## src/rtl/keyboard_ascii_queue_if.sv

```systemverilog
// Keyboard-to-LC-3 character queue bus: scancode input side plus KBSR/KBDR read side.
interface keyboard_ascii_queue_if #(
    parameter int unsigned DEPTH = 8
);
    localparam int unsigned CW = $clog2(DEPTH) + 1;

    logic [7:0]    KeyCode;
    logic          KeyDown;
    logic          Pop;
    logic          Ready;
    logic [7:0]    Data;
    logic [CW-1:0] Count;
    logic          Overflow;
    logic          CapsLock;

    // Driver / register-file side
    modport master (
        output KeyCode, KeyDown, Pop,
        input  Ready, Data, Count, Overflow, CapsLock
    );

    // Queue block side
    modport slave (
        input  KeyCode, KeyDown, Pop,
        output Ready, Data, Count, Overflow, CapsLock
    );
endinterface

```

## src/rtl/keyboard_ascii_queue.sv

```systemverilog
// Scancode-to-ASCII translator with Shift/Ctrl/Caps tracking feeding a small
// character FIFO read by the LC-3 KBSR/KBDR registers.
module keyboard_ascii_queue #(
    parameter int unsigned DEPTH = 8
) (
    input  logic                   Clk,
    input  logic                   Reset_n,
    keyboard_ascii_queue_if.slave  bus
);
    localparam int unsigned AW = $clog2(DEPTH);
    localparam int unsigned CW = AW + 1;

    logic [7:0]    r_code_q, r_code_qq;
    logic          r_down_q, r_down_qq;
    logic          r_shift_l, r_shift_r, r_ctrl, r_caps;
    logic [7:0]    r_mem [DEPTH];
    logic [AW-1:0] r_wr_ptr, r_rd_ptr;
    logic [CW-1:0] r_count;
    logic          r_overflow;

    logic          w_code_chg, w_make, w_break, w_shift;
    logic          w_lut_valid, w_lut_letter;
    logic [7:0]    w_lut_plain, w_lut_shift, w_char;
    logic          w_push_req, w_full, w_empty, w_pop_ok, w_push_ok, w_ovf_set;

    // Two-deep input pipeline for edge/event detection
    always_ff @(posedge Clk or negedge Reset_n) begin
        if (!Reset_n) begin
            r_code_q  <= 8'h00;
            r_code_qq <= 8'h00;
            r_down_q  <= 1'b0;
            r_down_qq <= 1'b0;
        end else begin
            r_code_q  <= bus.KeyCode;
            r_code_qq <= r_code_q;
            r_down_q  <= bus.KeyDown;
            r_down_qq <= r_down_q;
        end
    end

    assign w_code_chg = (r_code_q != r_code_qq);
    assign w_make     = r_down_q & (~r_down_qq | w_code_chg);
    assign w_break    = ~r_down_q & (r_down_qq | w_code_chg);
    assign w_shift    = r_shift_l | r_shift_r;

    // Modifier state: Shift/Ctrl follow make/break, Caps toggles on make only
    always_ff @(posedge Clk or negedge Reset_n) begin
        if (!Reset_n) begin
            r_shift_l <= 1'b0;
            r_shift_r <= 1'b0;
            r_ctrl    <= 1'b0;
            r_caps    <= 1'b0;
        end else if (w_make) begin
            case (r_code_q)
                8'h12:   r_shift_l <= 1'b1;
                8'h59:   r_shift_r <= 1'b1;
                8'h14:   r_ctrl    <= 1'b1;
                8'h58:   r_caps    <= ~r_caps;
                default: ;
            endcase
        end else if (w_break) begin
            case (r_code_q)
                8'h12:   r_shift_l <= 1'b0;
                8'h59:   r_shift_r <= 1'b0;
                8'h14:   r_ctrl    <= 1'b0;
                default: ;
            endcase
        end
    end

    // Set-2 scancode LUT: {valid, is_letter, plain glyph, shifted glyph}
    always_comb begin
        {w_lut_valid, w_lut_letter, w_lut_plain, w_lut_shift} = 18'h0;
        case (r_code_q)
            8'h1C: {w_lut_valid, w_lut_letter, w_lut_plain, w_lut_shift} = {2'b11, 8'h61, 8'h41};
            8'h32: {w_lut_valid, w_lut_letter, w_lut_plain, w_lut_shift} = {2'b11, 8'h62, 8'h42};
            8'h21: {w_lut_valid, w_lut_letter, w_lut_plain, w_lut_shift} = {2'b11, 8'h63, 8'h43};
            8'h23: {w_lut_valid, w_lut_letter, w_lut_plain, w_lut_shift} = {2'b11, 8'h64, 8'h44};
            8'h24: {w_lut_valid, w_lut_letter, w_lut_plain, w_lut_shift} = {2'b11, 8'h65, 8'h45};
            8'h2B: {w_lut_valid, w_lut_letter, w_lut_plain, w_lut_shift} = {2'b11, 8'h66, 8'h46};
            8'h34: {w_lut_valid, w_lut_letter, w_lut_plain, w_lut_shift} = {2'b11, 8'h67, 8'h47};
            8'h33: {w_lut_valid, w_lut_letter, w_lut_plain, w_lut_shift} = {2'b11, 8'h68, 8'h48};
            8'h43: {w_lut_valid, w_lut_letter, w_lut_plain, w_lut_shift} = {2'b11, 8'h69, 8'h49};
            8'h3B: {w_lut_valid, w_lut_letter, w_lut_plain, w_lut_shift} = {2'b11, 8'h6A, 8'h4A};
            8'h42: {w_lut_valid, w_lut_letter, w_lut_plain, w_lut_shift} = {2'b11, 8'h6B, 8'h4B};
            8'h4B: {w_lut_valid, w_lut_letter, w_lut_plain, w_lut_shift} = {2'b11, 8'h6C, 8'h4C};
            8'h3A: {w_lut_valid, w_lut_letter, w_lut_plain, w_lut_shift} = {2'b11, 8'h6D, 8'h4D};
            8'h31: {w_lut_valid, w_lut_letter, w_lut_plain, w_lut_shift} = {2'b11, 8'h6E, 8'h4E};
            8'h44: {w_lut_valid, w_lut_letter, w_lut_plain, w_lut_shift} = {2'b11, 8'h6F, 8'h4F};
            8'h4D: {w_lut_valid, w_lut_letter, w_lut_plain, w_lut_shift} = {2'b11, 8'h70, 8'h50};
            8'h15: {w_lut_valid, w_lut_letter, w_lut_plain, w_lut_shift} = {2'b11, 8'h71, 8'h51};
            8'h2D: {w_lut_valid, w_lut_letter, w_lut_plain, w_lut_shift} = {2'b11, 8'h72, 8'h52};
            8'h1B: {w_lut_valid, w_lut_letter, w_lut_plain, w_lut_shift} = {2'b11, 8'h73, 8'h53};
            8'h2C: {w_lut_valid, w_lut_letter, w_lut_plain, w_lut_shift} = {2'b11, 8'h74, 8'h54};
            8'h3C: {w_lut_valid, w_lut_letter, w_lut_plain, w_lut_shift} = {2'b11, 8'h75, 8'h55};
            8'h2A: {w_lut_valid, w_lut_letter, w_lut_plain, w_lut_shift} = {2'b11, 8'h76, 8'h56};
            8'h1D: {w_lut_valid, w_lut_letter, w_lut_plain, w_lut_shift} = {2'b11, 8'h77, 8'h57};
            8'h22: {w_lut_valid, w_lut_letter, w_lut_plain, w_lut_shift} = {2'b11, 8'h78, 8'h58};
            8'h35: {w_lut_valid, w_lut_letter, w_lut_plain, w_lut_shift} = {2'b11, 8'h79, 8'h59};
            8'h1A: {w_lut_valid, w_lut_letter, w_lut_plain, w_lut_shift} = {2'b11, 8'h7A, 8'h5A};
            8'h16: {w_lut_valid, w_lut_letter, w_lut_plain, w_lut_shift} = {2'b10, 8'h31, 8'h21};
            8'h1E: {w_lut_valid, w_lut_letter, w_lut_plain, w_lut_shift} = {2'b10, 8'h32, 8'h40};
            8'h26: {w_lut_valid, w_lut_letter, w_lut_plain, w_lut_shift} = {2'b10, 8'h33, 8'h23};
            8'h25: {w_lut_valid, w_lut_letter, w_lut_plain, w_lut_shift} = {2'b10, 8'h34, 8'h24};
            8'h2E: {w_lut_valid, w_lut_letter, w_lut_plain, w_lut_shift} = {2'b10, 8'h35, 8'h25};
            8'h36: {w_lut_valid, w_lut_letter, w_lut_plain, w_lut_shift} = {2'b10, 8'h36, 8'h5E};
            8'h3D: {w_lut_valid, w_lut_letter, w_lut_plain, w_lut_shift} = {2'b10, 8'h37, 8'h26};
            8'h3E: {w_lut_valid, w_lut_letter, w_lut_plain, w_lut_shift} = {2'b10, 8'h38, 8'h2A};
            8'h46: {w_lut_valid, w_lut_letter, w_lut_plain, w_lut_shift} = {2'b10, 8'h39, 8'h28};
            8'h45: {w_lut_valid, w_lut_letter, w_lut_plain, w_lut_shift} = {2'b10, 8'h30, 8'h29};
            8'h4E: {w_lut_valid, w_lut_letter, w_lut_plain, w_lut_shift} = {2'b10, 8'h2D, 8'h5F};
            8'h55: {w_lut_valid, w_lut_letter, w_lut_plain, w_lut_shift} = {2'b10, 8'h3D, 8'h2B};
            8'h54: {w_lut_valid, w_lut_letter, w_lut_plain, w_lut_shift} = {2'b10, 8'h5B, 8'h7B};
            8'h5B: {w_lut_valid, w_lut_letter, w_lut_plain, w_lut_shift} = {2'b10, 8'h5D, 8'h7D};
            8'h4C: {w_lut_valid, w_lut_letter, w_lut_plain, w_lut_shift} = {2'b10, 8'h3B, 8'h3A};
            8'h52: {w_lut_valid, w_lut_letter, w_lut_plain, w_lut_shift} = {2'b10, 8'h27, 8'h22};
            8'h41: {w_lut_valid, w_lut_letter, w_lut_plain, w_lut_shift} = {2'b10, 8'h2C, 8'h3C};
            8'h49: {w_lut_valid, w_lut_letter, w_lut_plain, w_lut_shift} = {2'b10, 8'h2E, 8'h3E};
            8'h4A: {w_lut_valid, w_lut_letter, w_lut_plain, w_lut_shift} = {2'b10, 8'h2F, 8'h3F};
            8'h5D: {w_lut_valid, w_lut_letter, w_lut_plain, w_lut_shift} = {2'b10, 8'h5C, 8'h7C};
            8'h0E: {w_lut_valid, w_lut_letter, w_lut_plain, w_lut_shift} = {2'b10, 8'h60, 8'h7E};
            8'h29: {w_lut_valid, w_lut_letter, w_lut_plain, w_lut_shift} = {2'b10, 8'h20, 8'h20};
            8'h5A: {w_lut_valid, w_lut_letter, w_lut_plain, w_lut_shift} = {2'b10, 8'h0A, 8'h0A};
            8'h66: {w_lut_valid, w_lut_letter, w_lut_plain, w_lut_shift} = {2'b10, 8'h08, 8'h08};
            8'h0D: {w_lut_valid, w_lut_letter, w_lut_plain, w_lut_shift} = {2'b10, 8'h09, 8'h09};
            8'h76: {w_lut_valid, w_lut_letter, w_lut_plain, w_lut_shift} = {2'b10, 8'h1B, 8'h1B};
            default: ;
        endcase
    end

    // Apply modifiers: Ctrl folds letters to control codes, Caps only affects letters
    always_comb begin
        w_char = w_lut_plain;
        if (w_lut_letter) begin
            if (r_ctrl)                 w_char = w_lut_shift & 8'h1F;
            else if (w_shift ^ r_caps)  w_char = w_lut_shift;
        end else if (w_shift) begin
            w_char = w_lut_shift;
        end
    end

    assign w_push_req = w_make & w_lut_valid;
    assign w_full     = (r_count == CW'(DEPTH));
    assign w_empty    = (r_count == '0);
    assign w_pop_ok   = bus.Pop & ~w_empty;
    assign w_push_ok  = w_push_req & (~w_full | w_pop_ok);
    assign w_ovf_set  = w_push_req & w_full & ~bus.Pop;

    // FIFO pointers, occupancy and sticky overflow (set beats clear)
    always_ff @(posedge Clk or negedge Reset_n) begin
        if (!Reset_n) begin
            r_wr_ptr   <= '0;
            r_rd_ptr   <= '0;
            r_count    <= '0;
            r_overflow <= 1'b0;
        end else begin
            if (w_push_ok) r_wr_ptr <= r_wr_ptr + AW'(1);
            if (w_pop_ok)  r_rd_ptr <= r_rd_ptr + AW'(1);
            if (w_push_ok && !w_pop_ok)      r_count <= r_count + CW'(1);
            else if (!w_push_ok && w_pop_ok) r_count <= r_count - CW'(1);
            if (w_ovf_set)     r_overflow <= 1'b1;
            else if (w_pop_ok) r_overflow <= 1'b0;
        end
    end

    // Character storage; contents are don't-care after reset
    always_ff @(posedge Clk) begin
        if (w_push_ok) r_mem[r_wr_ptr] <= w_char;
    end

    assign bus.Ready    = ~w_empty;
    assign bus.Data     = w_empty ? 8'h00 : r_mem[r_rd_ptr];
    assign bus.Count    = r_count;
    assign bus.Overflow = r_overflow;
    assign bus.CapsLock = r_caps;
endmodule

```

## src/flat_wrapper.sv

```systemverilog
// flat-port wrapper written by rule: the top's interface ports become plain ports
module keyboard_ascii_queue_flat 
#(
    parameter int unsigned DEPTH = 8
)
  (Clk, Reset_n, bus_KeyCode, bus_KeyDown, bus_Pop, bus_Ready, bus_Data, bus_Count, bus_Overflow, bus_CapsLock);
  keyboard_ascii_queue_if #(.DEPTH(DEPTH)) bus_i ();
  input  logic Clk;
  input  logic Reset_n;
  input wire logic [$bits(bus_i.KeyCode)-1:0] bus_KeyCode;
  input wire logic [$bits(bus_i.KeyDown)-1:0] bus_KeyDown;
  input wire logic [$bits(bus_i.Pop)-1:0] bus_Pop;
  output wire logic [$bits(bus_i.Ready)-1:0] bus_Ready;
  output wire logic [$bits(bus_i.Data)-1:0] bus_Data;
  output wire logic [$bits(bus_i.Count)-1:0] bus_Count;
  output wire logic [$bits(bus_i.Overflow)-1:0] bus_Overflow;
  output wire logic [$bits(bus_i.CapsLock)-1:0] bus_CapsLock;
  assign bus_i.KeyCode = bus_KeyCode;
  assign bus_i.KeyDown = bus_KeyDown;
  assign bus_i.Pop = bus_Pop;
  assign bus_Ready = bus_i.Ready;
  assign bus_Data = bus_i.Data;
  assign bus_Count = bus_i.Count;
  assign bus_Overflow = bus_i.Overflow;
  assign bus_CapsLock = bus_i.CapsLock;
  keyboard_ascii_queue #(.DEPTH(DEPTH)) u_core (.Clk(Clk), .Reset_n(Reset_n), .bus(bus_i));
endmodule
```

## config.mk

```make
export PLATFORM = sky130hd
export DESIGN_NAME = keyboard_ascii_queue_flat
export DESIGN_NICKNAME = d
export VERILOG_FILES = /design/src/rtl/keyboard_ascii_queue_if.sv /design/src/rtl/keyboard_ascii_queue.sv /design/src/flat_wrapper.sv
export SDC_FILE = /design/constraint.sdc
export NUM_CORES = 1
export LEC_CHECK = 0
export ABC_AREA = 0
export CORE_ASPECT_RATIO = 0.8
export CORE_UTILIZATION = 67
export CTS_BUF_LIST = sky130_fd_sc_hd__clkbuf_8
export CTS_CLUSTER_DIAMETER = 30
export DETAILED_ROUTE_END_ITERATION = 12
export GPL_ROUTABILITY_DRIVEN = 0
export GPL_TIMING_DRIVEN = 1
export MAX_ROUTING_LAYER = met4
export PLACE_DENSITY_LB_ADDON = 0.15
export SLEW_MARGIN = 10
export SYNTH_ARGS = -nofsm -noshare
export SYNTH_HDL_FRONTEND = slang
export SYNTH_SLANG_ARGS = --single-unit
```

## constraint.sdc

```tcl
create_clock -name Clk -period 5.1 [get_ports Clk]
set_clock_uncertainty 0.1 [all_clocks]
set_input_delay 0.51 -clock Clk [delete_from_list [all_inputs] [get_ports Clk]]
set_output_delay 0.51 -clock Clk [all_outputs]
set_load 0.01 [all_outputs]
```

==> results.txt <==
----------------------------------------------------
[Synthesis]
  Synthesized instance count ... approximately 440
  Count of flip-flops with a built-in enable after synthesis ... 56
  Yosys warns ... 0
  Yosys top cell area share ... between 30% and 40%
  Compound-gate portion of the synthesized area ... 12.7%
  Post-synth top flop ... sky130_fd_sc_hd__edfxtp_1
  Simple-gate share of the synthesized area ... roughly a fifth
  Dominant combinational cell family by area after synthesis ... simple AND/OR/NAND/NOR gates
  Fraction of synthesized area in multiplexers ... approximately 9.0%
  Most frequent cells after synthesis ... sky130_fd_sc_hd__edfxtp_1, sky130_fd_sc_hd__dfrtp_1, sky130_fd_sc_hd__nor2_1
  Post-synth ARST share ... between 30% and 40%
  Synthesized net count ... between 400 and 500
  Unique cell type count in the Yosys netlist ... 81
  Area share of fa/ha/maj cells after synthesis ... 1.59%
  Synthesized flop and latch total ... between 80 and 90
  Cell types occupying the most area after synthesis ... sky130_fd_sc_hd__edfxtp_1, sky130_fd_sc_hd__dfrtp_1, sky130_fd_sc_hd__mux4_2, sky130_fd_sc_hd__xnor2_1, sky130_fd_sc_hd__nor2_1
  Cell with the most instances after synthesis ... sky130_fd_sc_hd__edfxtp_1
  Syn_area_per_cell ... approximately 12 um^2
  Share of the synthesized netlist area taken by xor and xnor gates ... under 10%
  Summed instance area of the synthesized netlist ... between 5000 and 6000 um^2
  Leading area contributor after synthesis ... sky130_fd_sc_hd__edfxtp_1
  Sequential fraction of the synthesis area ... around 48%

[Clock tree]
  Clock edge transition at the registers on the reported setup and hold paths ... 0.09 ns
  Clock tree from TritonCTS ... built
  Clock root cell ... sky130_fd_sc_hd__clkbuf_8
  Depth of the CTS H-tree ... 3
  Number of setup buffers added after CTS ... 0
  Clk sinks ... a little under 90
  Clock network latency to the later pin of the worst-skew pair ... around 0.37 ns
  CTS-repair resized insts ... 0
  Maximum clock path buffer count ... 2
  Hold Buf Count CTS ... 0
  Number of buffers created by CTS ... 9

[Critical path]
  Worst Setup Path Type ... reg -> reg
  Arrival time of data at the critical path endpoint ... 4.29 ns
  Nature of the critical path endpoint ... register
  Cell with the largest stage delay on the worst path ... sky130_fd_sc_hd__dfrtp_1
  Category of the worst setup path launch point ... register
  Data required time of the worst path ... ~5.2 ns
  Sequence of cells on the critical path ... nand2b_1 > a221oi_1 > a211oi_2 > nor3b_2 > nand4_2 > and2_4 > ha_1 > inv_1 > ha_1 > a21o_1 > a21oi_1 > xnor2_1 > nor2_1 > xor2_1
  Maximum fanout count along the critical path ... 32
  Most common cell type on the critical path ... sky130_fd_sc_hd__ha_1
  Max incr delay on CP ... ~1.0 ns

[Die]
  Area enclosed by the die boundary ... around 8000 um^2
  Starting density of the core ... 69.5%
  Die width ... roughly 100 um
  Die height ... around 80 um
  # IOs ... 27
  Site row count ... 28
  Placeable Area ... between 7000 and 8000 um^2

[Hold path]
  Classification of the worst-slack hold path ... in -> async

[Place]
  Estimated wirelength of the detail-placed design ... between 8000 and 9000 um
  Post-Place Cells ... between 500 and 600
  PortBufs ... 25
  Area after detailed placement ... about 5400 um^2

[Global route]
  Via count of the first global-routing pass ... ~3600
  Wire length of the first global-routing pass ... between 15000 and 20000 um
  Pin count of the biggest net entering global routing ... 35
  Overall global routing resource usage ... about 32%
  Number of antenna violations at the first check in global routing ... 0
  Overall overflow remaining after global route ... 0

[Pwr]
  Worst-case vdd ir drop ... roughly 0.00024 V
  Total Power Consumption ... 2.12 mW
  Clock network power share ... 20.3%
  Fraction of power consumed by combinational cells ... about a third
  Part of the total power dissipated in sequential elements ... between 40% and 50%
  Fraction of power spent switching nets ... around a third
  Internal Power ... approximately 1.4 mW
  Leakage power summed over all cells ... around 1.9 nW
  Power per cell area ... between 300 and 400 nW/um^2
  Switching power summed over all nets ... 0.702 mW

[Layout]
  Final instance area ... 5600 um^2
  Filler Cell Count ... approximately 530
  Area added between synthesis and finish ... 7.96%
  Antenna diode count ... 0
  Count of nets after finishing ... about 470
  Finished Layout Cells ... roughly 560
  Share of post-route cells with drive strength above 1 ... a little over an eighth

[Routing]
  Routed length per placed instance ... ~21 um
  Number of DRC violations after detailed-routing iteration 0 ... 573
  Drt via density ... approximately 7
  Vias post-DR ... 3940
  Total DRC errors in the routed layout ... 0
  Post-detailed-routing wire length ... 11900 um
  Number of routed nets with antenna violations ... 0
  Initial DRT Pass Iterations ... 8

[STA]
  Total of endpoints with negative setup slack in the final report ... 0
  Highest Clock Rate ... between 0.2 and 0.25 GHz
  Part of the cycle the worst path needs ... between 80% and 90%
  Final TNS setup ... 0 ns
  Setup repair after global routing missed its margin ... no
  Count of pins over their slew limit ... 0
  Hold slack ... about 0.1 ns
  Rel. slew slack ... between 20% and 30%
  Slew of the pin with the lowest slew margin ... 1.05 ns
  Final critical-path required period ... 4.15 ns
  Number of hold violations in the final report ... 0

[Outcome]
  Result of the run ... completed

[Flow run]
  Number of max-capacitance violations reported ... 0

----------------------------------------------------
==> power by group through the flow <==
stage	sequential, mW	clock (mW)	combinational [mW]
after detailed placement	1.03	0	0.676
final	1.02	0.431	0.674
after global placement	1.02	0	0.650
after global routing	1.03	0.465	0.729
after floorplan	0.932	0	0.507
after CTS	1.02	0.437	0.677
==> per-stage QoR <==
step                      utilization [%]  setup WS (ns)
after floorplan                         -           1.82
after global placement               72.8           1.21
after detailed placement             72.8           1.06
after CTS                            75.1           1.04
after global routing                 75.1          0.722
final                                75.1          0.953
==> cells in the final DEF, fill, tap and decap left out, drive strengths merged, types with 4 or more instances in the layout <==
cell type	n
edfxtp	56
dfrtp	33
nor2	31
clkdlybuf4s50	24
nand2	24
o21ai	23
a21oi	19
xnor2	17
mux4	14
nand3	13
nor3	13
nand2b	12
mux2i	10
nand3b	9
clkbuf	9
buf	9
o22ai	7
inv	7
nor3b	7
a32oi	6
nor4	6
and3	6
nor4b	6
nor2b	5
a31oi	5
ha	5
nand4	5
a22oi	5
or3	4
clkinv	4
a211oi	4
mux2	4
==> metal layers <==
layer	vias up	track usage, %	wire [um]
met5	-	-	0
met4	0	11.4	387
met3	60	8.09	1250
met2	263	46.7	5270
met1	1889	44.0	5000
li1	1728	-	-
==> worst max-delay path: cells and delay by family, from the launching register on <==
| family | cells | cell delay (ns) |
|---|---|---|
| xor+xnor | 2 | 0.29 |
| flops | 1 | 1.04 |
| fa+ha+maj | 2 | 0.45 |
| compound gates | 4 | 0.80 |
| buf+inv | 1 | 0.12 |
| simple gates | 5 | 1.22 |
==> final cells by class <==
class / instances / area (um^2) / area share, %
clock buffer: 9 / 124 / 2.21
sequential: 89 / 2510 / 44.8
timing repair buffer: 33 / 305 / 5.45
inverter: 6 / 22.5 / 0.402
multi-input combinational: 315 / 2470 / 44.0
clock inverter: 7 / 45.0 / 0.804
tap: 105 / 131 / 2.35
==> final timing paths <==
check	from	to	slack [ns]	cells after the start
worst min register to register	u_core.bus.Overflow	u_core.bus.Overflow	0.41	2
worst min-delay path	Reset_n	u_core.r_code_q[5]	0.10	1
max in group asynchronous	Reset_n	u_core.r_rd_ptr[1]	4.32	1
worst max register to register	u_core.r_code_q[1]	u_core.bus.Count[3]	0.95	14
worst max-delay path	u_core.r_code_q[1]	u_core.bus.Count[3]	0.95	14
min in group Clk	u_core.bus.Overflow	u_core.bus.Overflow	0.41	2
==> sequential cells by signal (all words and copies together) (netlist names) <==
register             cells
u_core.r_wr_ptr          3
u_core.r_down_qq         1
u_core.r_code_q          8
u_core.r_shift_l         1
u_core.bus.Overflow      1
u_core.r_rd_ptr          3
u_core.bus.Count         4
u_core.bus.CapsLock      1
u_core.r_down_q          1
u_core.r_mem            56
u_core.r_ctrl            1
u_core.r_code_qq         8
u_core.r_shift_r         1
==> logic make-up (layout without fill, tap and decap cells) <==
| family | Yosys count | in the layout |
|---|---|---|
| other cells | 1 | 1 |
| compound gates | 97 | 97 |
| mux | 28 | 28 |
| buf+inv | 40 | 55 |
| simple gates | 163 | 163 |
| fa+ha+maj | 6 | 6 |
| xor+xnor | 20 | 20 |
| flops | 89 | 89 |
Note: power is estimated with default switching activity, not from simulation.
